[src/rtl/flag_fifo_pkg.sv]
// Shared defaults and flag bundle for the flag-based flow-control FIFO.
// Controller instantiation sites import the same default constants.
package flag_fifo_pkg;

  localparam int WIDTH_DEF      = 32;
  localparam int DEPTH_LOG2_DEF = 4;
  localparam int AF_MARGIN_DEF  = 4;
  localparam int AE_MARGIN_DEF  = 1;

  typedef struct packed {
    logic full;
    logic almost_full;
    logic empty;
    logic almost_empty;
  } fifo_flags_t;

  localparam fifo_flags_t FLAGS_RST = '{full: 1'b0, almost_full: 1'b0,
                                        empty: 1'b1, almost_empty: 1'b1};

endpackage

[src/rtl/flag_fifo_ram.sv]
// Simple dual-port storage: one write port, one registered read port.
// Only the read output register is reset; the array itself is never cleared.
module flag_fifo_ram #(
  parameter int WIDTH  = 32,
  parameter int ADDR_W = 4
) (
  input  logic              clk,
  input  logic              reset,
  input  logic              we,
  input  logic [ADDR_W-1:0] waddr,
  input  logic [WIDTH-1:0]  wdata,
  input  logic              re,
  input  logic [ADDR_W-1:0] raddr,
  output logic [WIDTH-1:0]  rdata
);

  logic [WIDTH-1:0] mem [0:(1<<ADDR_W)-1];

  always_ff @(posedge clk) begin
    if (we) mem[waddr] <= wdata;
  end

  always_ff @(posedge clk) begin
    if (reset)   rdata <= '0;
    else if (re) rdata <= mem[raddr];
  end

endmodule

[src/rtl/flag_fifo.sv]
// Consumer-side FIFO of the flag flow-control link: explicit occupancy counter,
// registered flags from next-state occupancy, 1-cycle registered read data.
module flag_fifo
  import flag_fifo_pkg::*;
#(
  parameter int WIDTH      = WIDTH_DEF,
  parameter int DEPTH_LOG2 = DEPTH_LOG2_DEF,
  parameter int AF_MARGIN  = AF_MARGIN_DEF,
  parameter int AE_MARGIN  = AE_MARGIN_DEF
) (
  input  logic                  clk,
  input  logic                  reset,
  input  logic [WIDTH-1:0]      din,
  input  logic                  wr_en,
  output logic                  full,
  output logic                  almost_full,
  input  logic                  rd_en,
  output logic [WIDTH-1:0]      dout,
  output logic                  dout_valid,
  output logic                  empty,
  output logic                  almost_empty,
  output logic [DEPTH_LOG2:0]   count,
  output logic                  overflow,
  output logic                  underflow
);

  localparam int CW    = DEPTH_LOG2 + 1;
  localparam int DEPTH = 1 << DEPTH_LOG2;

  localparam logic [CW-1:0] FULL_LVL = CW'(DEPTH);
  localparam logic [CW-1:0] AF_LVL   = CW'(DEPTH - AF_MARGIN);
  localparam logic [CW-1:0] AE_LVL   = CW'(AE_MARGIN);

  function automatic fifo_flags_t flags_of(input logic [CW-1:0] occ);
    fifo_flags_t f;
    f.full         = (occ == FULL_LVL);
    f.almost_full  = (occ >= AF_LVL);
    f.empty        = (occ == '0);
    f.almost_empty = (occ <= AE_LVL);
    return f;
  endfunction

  logic [DEPTH_LOG2-1:0] wr_ptr, rd_ptr;
  logic [CW-1:0]         count_nxt;
  logic                  wr_acc_p0, rd_acc_p0;
  fifo_flags_t           flags_p1;
  logic                  vld_p1;
  logic [WIDTH-1:0]      rd_data_p1;

  // Stage p0: accept decisions use the current registered flags only
  assign wr_acc_p0 = wr_en && !flags_p1.full;
  assign rd_acc_p0 = rd_en && !flags_p1.empty;

  always_comb begin
    count_nxt = count;
    case ({wr_acc_p0, rd_acc_p0})
      2'b10:   count_nxt = count + 1'b1;
      2'b01:   count_nxt = count - 1'b1;
      default: count_nxt = count;
    endcase
  end

  always_ff @(posedge clk) begin
    if (reset) begin
      wr_ptr    <= '0;
      rd_ptr    <= '0;
      count     <= '0;
      flags_p1  <= FLAGS_RST;
      vld_p1    <= 1'b0;
      overflow  <= 1'b0;
      underflow <= 1'b0;
    end else begin
      if (wr_acc_p0) wr_ptr <= wr_ptr + 1'b1;
      if (rd_acc_p0) rd_ptr <= rd_ptr + 1'b1;
      count     <= count_nxt;
      flags_p1  <= flags_of(count_nxt);
      vld_p1    <= rd_acc_p0;
      overflow  <= overflow  | (wr_en && flags_p1.full);
      underflow <= underflow | (rd_en && flags_p1.empty);
    end
  end

  // Stage p1: storage read register feeds dout directly
  flag_fifo_ram #(
    .WIDTH  (WIDTH),
    .ADDR_W (DEPTH_LOG2)
  ) u_ram (
    .clk   (clk),
    .reset (reset),
    .we    (wr_acc_p0 && !reset),
    .waddr (wr_ptr),
    .wdata (din),
    .re    (rd_acc_p0 && !reset),
    .raddr (rd_ptr),
    .rdata (rd_data_p1)
  );

  assign dout         = rd_data_p1;
  assign dout_valid   = vld_p1;
  assign full         = flags_p1.full;
  assign almost_full  = flags_p1.almost_full;
  assign empty        = flags_p1.empty;
  assign almost_empty = flags_p1.almost_empty;

endmodule

[config.mk]
export PLATFORM = sky130hd
export DESIGN_NAME = flag_fifo
export DESIGN_NICKNAME = d
export VERILOG_FILES = /design/src/rtl/flag_fifo_pkg.sv /design/src/rtl/flag_fifo_ram.sv /design/src/rtl/flag_fifo.sv
export SDC_FILE = /design/constraint.sdc
export NUM_CORES = 1
export LEC_CHECK = 0
export BUFFER_PORTS_ARGS = -buffer_cell sky130_fd_sc_hd__buf_2
export CAP_MARGIN = 20
export CORE_MARGIN = 2
export CORE_UTILIZATION = 50
export CTS_CLUSTER_DIAMETER = 30
export CTS_CLUSTER_SIZE = 28
export DETAILED_ROUTE_END_ITERATION = 16
export GPL_TIMING_DRIVEN = 0
export PLACE_DENSITY = 0.67
export SYNTH_ARGS = -nofsm -noshare
export SYNTH_HDL_FRONTEND = slang
export SYNTH_SLANG_ARGS = --single-unit
[constraint.sdc]
create_clock -name clk -period 11.9 [get_ports clk]
set_clock_uncertainty 0.1 [all_clocks]
set_input_delay 1.19 -clock clk [delete_from_list [all_inputs] [get_ports clk]]
set_output_delay 1.19 -clock clk [all_outputs]
set_load 0.01 [all_outputs]
=== Yosys cells after proc, flatten, opt, wreduce, memory -nomap -nowiden ===
Memories as Yosys holds them, arrays and structs flattened. A register that Yosys moved wholly into a read port is not among the register bits.
Cells that the tools add are included.

* Register bits after elaboration: 20
* Memories kept: 1
* Word-level logic and storage cells: 35
* Bits in writable memories: 512

* Add/subtract/negate cells: 4
* Reductions and logical operators: 10
* Multiplexer cells: 3
* Equal/unequal tests: 3
* Bitwise gates (word level): 2
* Magnitude comparators: 2

{| class="wikitable"
|+ Memory list
! memory !! words !! bits a word !! rd ports !! clocked after memory_dff !! wr ports !! line !! RTL
|-
| u_ram.mem || 16 || 32 || 1 || 1 || 1 || flag_fifo_ram.sv:17 || <nowiki>logic [WIDTH-1:0] mem [0:(1<<ADDR_W)-1];</nowiki>
|}

{| class="wikitable"
|+ Operators with widths
! kind !! count
|-
| case mux 5 bit (2 select lines) || 1
|-
| adder 4 x 1 -> 4 bit (second input constant) || 2
|-
| logical AND 1 bit || 6
|-
| adder 5 x 1 -> 5 bit (second input constant) || 1
|-
| == test 5 bit (second input constant) || 1
|-
| greater-or-equal comparator 5 x 4 -> 1 bit (second input constant) || 1
|-
| <= comparator 5 x 1 -> 1 bit (second input constant) || 1
|-
| zero test 5 bit || 1
|-
| subtractor 5 x 1 -> 5 bit (second input constant) || 1
|-
| zero test 1 bit || 3
|-
| == test 2 x 1 -> 1 bit (second input constant) || 1
|-
| == test 2 bit (second input constant) || 1
|-
| two-way mux 1 bit || 2
|-
| bitwise OR 1 bit || 2
|}

=== Depth between registers and ports, before layout ===
* Depth after elaboration: 5
* Depth in mapped cells: 11

=== Modules after synthesis ===
Synthesis repeated with hierarchy kept, for this count alone.

* Cell total of the unflattened synthesis: 1327
* Area, all modules: 21978.6 um^2

{| class="wikitable"
|+ Modules (own cells, without submodules)
! module !! times used !! cells an instance !! area each (um^2)
|-
| flag_fifo_ram || 1 || 1216 || 20948.8
|-
| flag_fifo || 1 || 111 || 1029.7
|}

=== Least setup slack after synthesis ===
No wires, ideal clock.

* Path type: input -> register
* Start: input wr_en
* End: memory u_ram.mem[1][0], enable pin
* Required time: 11339 ps
* Arrival time: 4116 ps
* Setup slack: 7223 ps
* Path buffers: 0
* Library setup time: 461 ps
* Stages: 5
* Path through: nor2b_1 inv_1 nor2_1 nand2_1 nor3_1

* Cells in the longest elaborated chain, start to end: 4

{| class="wikitable"
|+ Ends and longest elaborated chain
! item !! line !! RTL
|-
| start, declared || flag_fifo.sv:14 || <nowiki>input logic wr_en,</nowiki>
|-
| logical AND 1 bit || flag_fifo.sv:51 || <nowiki>assign wr_acc_p0 = wr_en && !flags_p1.full;</nowiki>
|-
| logical AND 1 bit || flag_fifo.sv:90 || <nowiki>.we (wr_acc_p0 && !reset),</nowiki>
|-
| two-way mux 1 bit || flag_fifo_ram.sv:20 || <nowiki>if (we) mem[waddr] <= wdata;</nowiki>
|-
| two-way mux 1 bit (implied by the code) || flag_fifo_ram.sv:20 ||
|-
| end, declared || flag_fifo_ram.sv:17 ||
|}

No other way between the ends.

=== Worst setup path after layout ===
* Start: input wr_en
* End: register flags_p1 (netlist bit full)

* Cells in the longest elaborated chain, start to end: 4

{| class="wikitable"
|+ Ends and longest elaborated chain
! item !! line !! RTL
|-
| logical AND 1 bit * || flag_fifo.sv:51 ||
|-
| == test 2 x 1 -> 1 bit / == test 2 bit (equally long branches) || flag_fifo.sv:56 || <nowiki>case ({wr_acc_p0, rd_acc_p0})</nowiki>
|-
| case mux 5 bit (2 select lines) * || flag_fifo.sv:56 ||
|-
| == test 5 bit * || flag_fifo.sv:36 || <nowiki>f.full = (occ == FULL_LVL);</nowiki>
|-
| end signal, assigned || flag_fifo.sv:76 || <nowiki>flags_p1 <= flags_of(count_nxt);</nowiki>
|-
| end, declared || flag_fifo.sv:46 || <nowiki>fifo_flags_t flags_p1;</nowiki>
|}

Every way passes the cells marked *; elsewhere a longest branch is shown, timed or not.
A chain may end at the register's enable or synchronous reset.

==> flow_summary.yaml <==
run_status:
  status: "completed"
pwr:
  ir_drop_v: 0.000126
  power_leakage_nw: 8.70
  powerDensity_nw_per_um2: 216
yosys:
  synth-edff-count: 512
  synth_fp_nets: 1060
  ys_ff_latch: 564
  synth_flop_cell: "edfxtp_1"
  synth_compound_area_share_pct: 2.02
  synthTopCellsByArea: "edfxtp_1 72%, mux4_2 14%, dfxtp_1 4.9%"
  synth_adder_area_share_pct: 0.470
  syn_inst: 1016
  synthSimpleGateAreaFrac_pct: 1.97
  netlist_area_um2: 21300
  synth_top_family_by_area: "multiplexers"
  async_reset_ff_share_pct: 0
  netlist.area_leader.share_pct: 72.2
  yosysSeqAreaShare_pct: 77.1
  synth_area_leader_cell: "edfxtp_1"
  muxShareOfSynthArea_pct: 16.6
  ys_warn_count: 0
  synth_cell_types: 35
  synth-xor-area-share_pct: 0.452
  post_synth.cell_area_avg_um2: 21.0
worst_setup_path:
  cp.required_ps: 12300
  crit_type: "in2reg"
  crit_arrival_ps: 3860
  crit_path_start: "wr_en"
  path_max_fanout: 9
  critPathMaxStageDelay_ps: 400
  crit_path_start_kind: "primary input"
  cpMaxStageDelayCell: "nor2b_1"
  reg2reg_from: "full"
  crit_chain: "buf_2 > nor2b_1 > inv_1 > ha_1 > clkbuf_1 > xor2_1 > ha_1 > a21oi_1 > mux2i_1 > xor2_1 > and2_1 > nor4bb_1"
  crit_path_end_kind: "register"
floorplanning:
  start_util_pct: 50.7
  die_area_um2: 44300
  dieWidth_um: 210
  io_pins: 80
  die_h_um: 210
  rows: 75
  core_um2: 42000
sta:
  rsz0062_at_grt: "false"
  hold_viol: 0
  fmax_ghz: 0.289
  hold_slack_ps: 365
  fin_tns_setup_ps: 0
  worstMarginPinSlew_ps: 1020
  post-route-period-util_pct: 29.0
  final_max_slew_viol_count: 0
  slew_headroom_pct: 32.1
  min_period_ps: 3460
  finalSetupViolCount: 0
clock_network:
  cts_setup_buffers: 0
  cts.sinks: 564
  clk_path_buf_depth: 3
  h-tree-depth: 3
  insertion_delay_ps: 640
  cts_tree: "built"
  postCtsHoldBufs: 0
  cts_buffers: 101
  post_cts_resized: 0
  clk_pin_slew_ps: 40
  cts_root_buffer: "clkbuf_16"
placed_design:
  io_buffer_count: 79
  place_inst: 1662
  dpl.hpwl_um: 27800
  gp_congestion: 0.701
layout:
  layout_commonest_cell: "edfxtp_1"
  drive_gt1_share_pct: 34.9
  multi_input_area_um2: 4700
  syn_to_final_growth_pct: 24.7
  final_cell_mix: "512 x edfxtp_1, 128 x mux4_2, 102 x clkbuf_16, 100 x buf_2, 66 x mux2i_1"
  fin_cells: 1853
  fin_nets: 1270
  n_fill_cell: 2827
  diodes: 0
  seq_area_um2: 16400
drt:
  drc_errors: 0
  via_per_inst: 5.67
  ant_nets: 0
  via_count: 10500
  drtIter0Drc: 818
  routed_wl_um: 45000
  drtPass1Iterations: 4
  wl_per_cell_um: 24.3
job:
  maxCapViolCount: 0
grt:
  grt_pass1_wl_um: 68300
  grt_max_degree: 24
  grt-ovfl-total: 0
  grt_usage_pct: 21.1
  antenna_found_initial: 0
  grt_pass1_vias: 11100
worst_hold_path:
  hp-class: "reg2reg"
  worst_hold_startpoint: "underflow"
==> cells by family (layout without fill, tap and decap cells) <==
kind of cell | count (synthesis) | in the layout
AND/OR/NAND/NOR | 97 | 97
buffers and inverters | 61 | 359
multiplexers | 194 | 194
adder cells (fa/ha/maj) | 8 | 8
AO/OA/AOI/OAI | 81 | 81
XOR/XNOR | 11 | 11
flip-flops | 564 | 564
==> Yosys cell counts, types with 2 or more instances <==
master,number
edfxtp_1,512
mux4_2,128
mux2i_1,66
nor2_1,62
dfxtp_1,52
a21oi_1,39
o21ai_1,32
buf_2,21
clkbuf_1,20
nand2_1,13
buf_1,8
ha_1,8
xor2_1,7
inv_1,6
nor3_1,6
buf_6,5
nand2b_1,4
xnor2_1,4
nor2b_1,3
a31o_2,2
and2_1,2
nand4_1,2
o21ai_0,2
==> layer usage <==
layer / wire [um] / vias up / GRT usage, %
li1: - / 4616 / -
met2: 22400 / 321 / 34.7
met5: 0 / - / 0
met1: 19300 / 5506 / 28.4
met3: 2490 / 64 / 4.56
met4: 827 / 0 / 7.04
==> stage by stage <==
step	setup WS, ps	instance area, um2	util (%)	power (mW)
3_3_place_gp	4530	22400	53.2	2.79
5_1_grt	8240	26600	63.2	5.93
6_report	8440	26600	63.2	5.75
3_5_place_dp	7850	23000	54.6	2.80
4_1_cts	8470	26600	63.2	5.79
2_1_floorplan	7220	21300	-	2.64
==> report_power, final <==
part           total (mW)  switching [mW]  internal [mW]
clock network        2.99           0.995           2.00
registers            2.23          0.0237           2.21
logic               0.529           0.277          0.252
total                5.75            1.30           4.45
==> layout make-up <==
| type | instances | share of cell area (%) |
|---|---|---|
| sequential | 564 | 61.8 |
| multi-input combinational | 391 | 17.7 |
| clock buffer | 110 | 9.76 |
| clock inverter | 81 | 3.86 |
| timing repair buffer | 107 | 3.25 |
| tap | 539 | 2.54 |
| buffer | 55 | 1.03 |
| inverter | 6 | 0.0848 |
==> flip-flops by register name (all words and copies together), names as in the netlist <==
register	count
underflow	1
dout_valid	1
rd_ptr	4
almost_empty	1
full	1
u_ram.mem	512
count	5
empty	1
u_ram.rdata	32
almost_full	1
wr_ptr	4
overflow	1
==> critical path: cells and delay by family <==
kind            cells  cell delay, ps
compound gates      1             180
simple gates        3             930
mux                 1             230
xor+xnor            2             400
buf+inv             3             460
fa+ha+maj           2             460
==> path summary, 6_finish.rpt <==
path              slack (ps)  cells after the start   endpoint
hold / removal           370                      2  underflow
setup reg to reg        8800                     11       full
hold reg to reg          370                      2  underflow
setup / recovery        8440                     12       full
(Power assumes the default switching activity.)
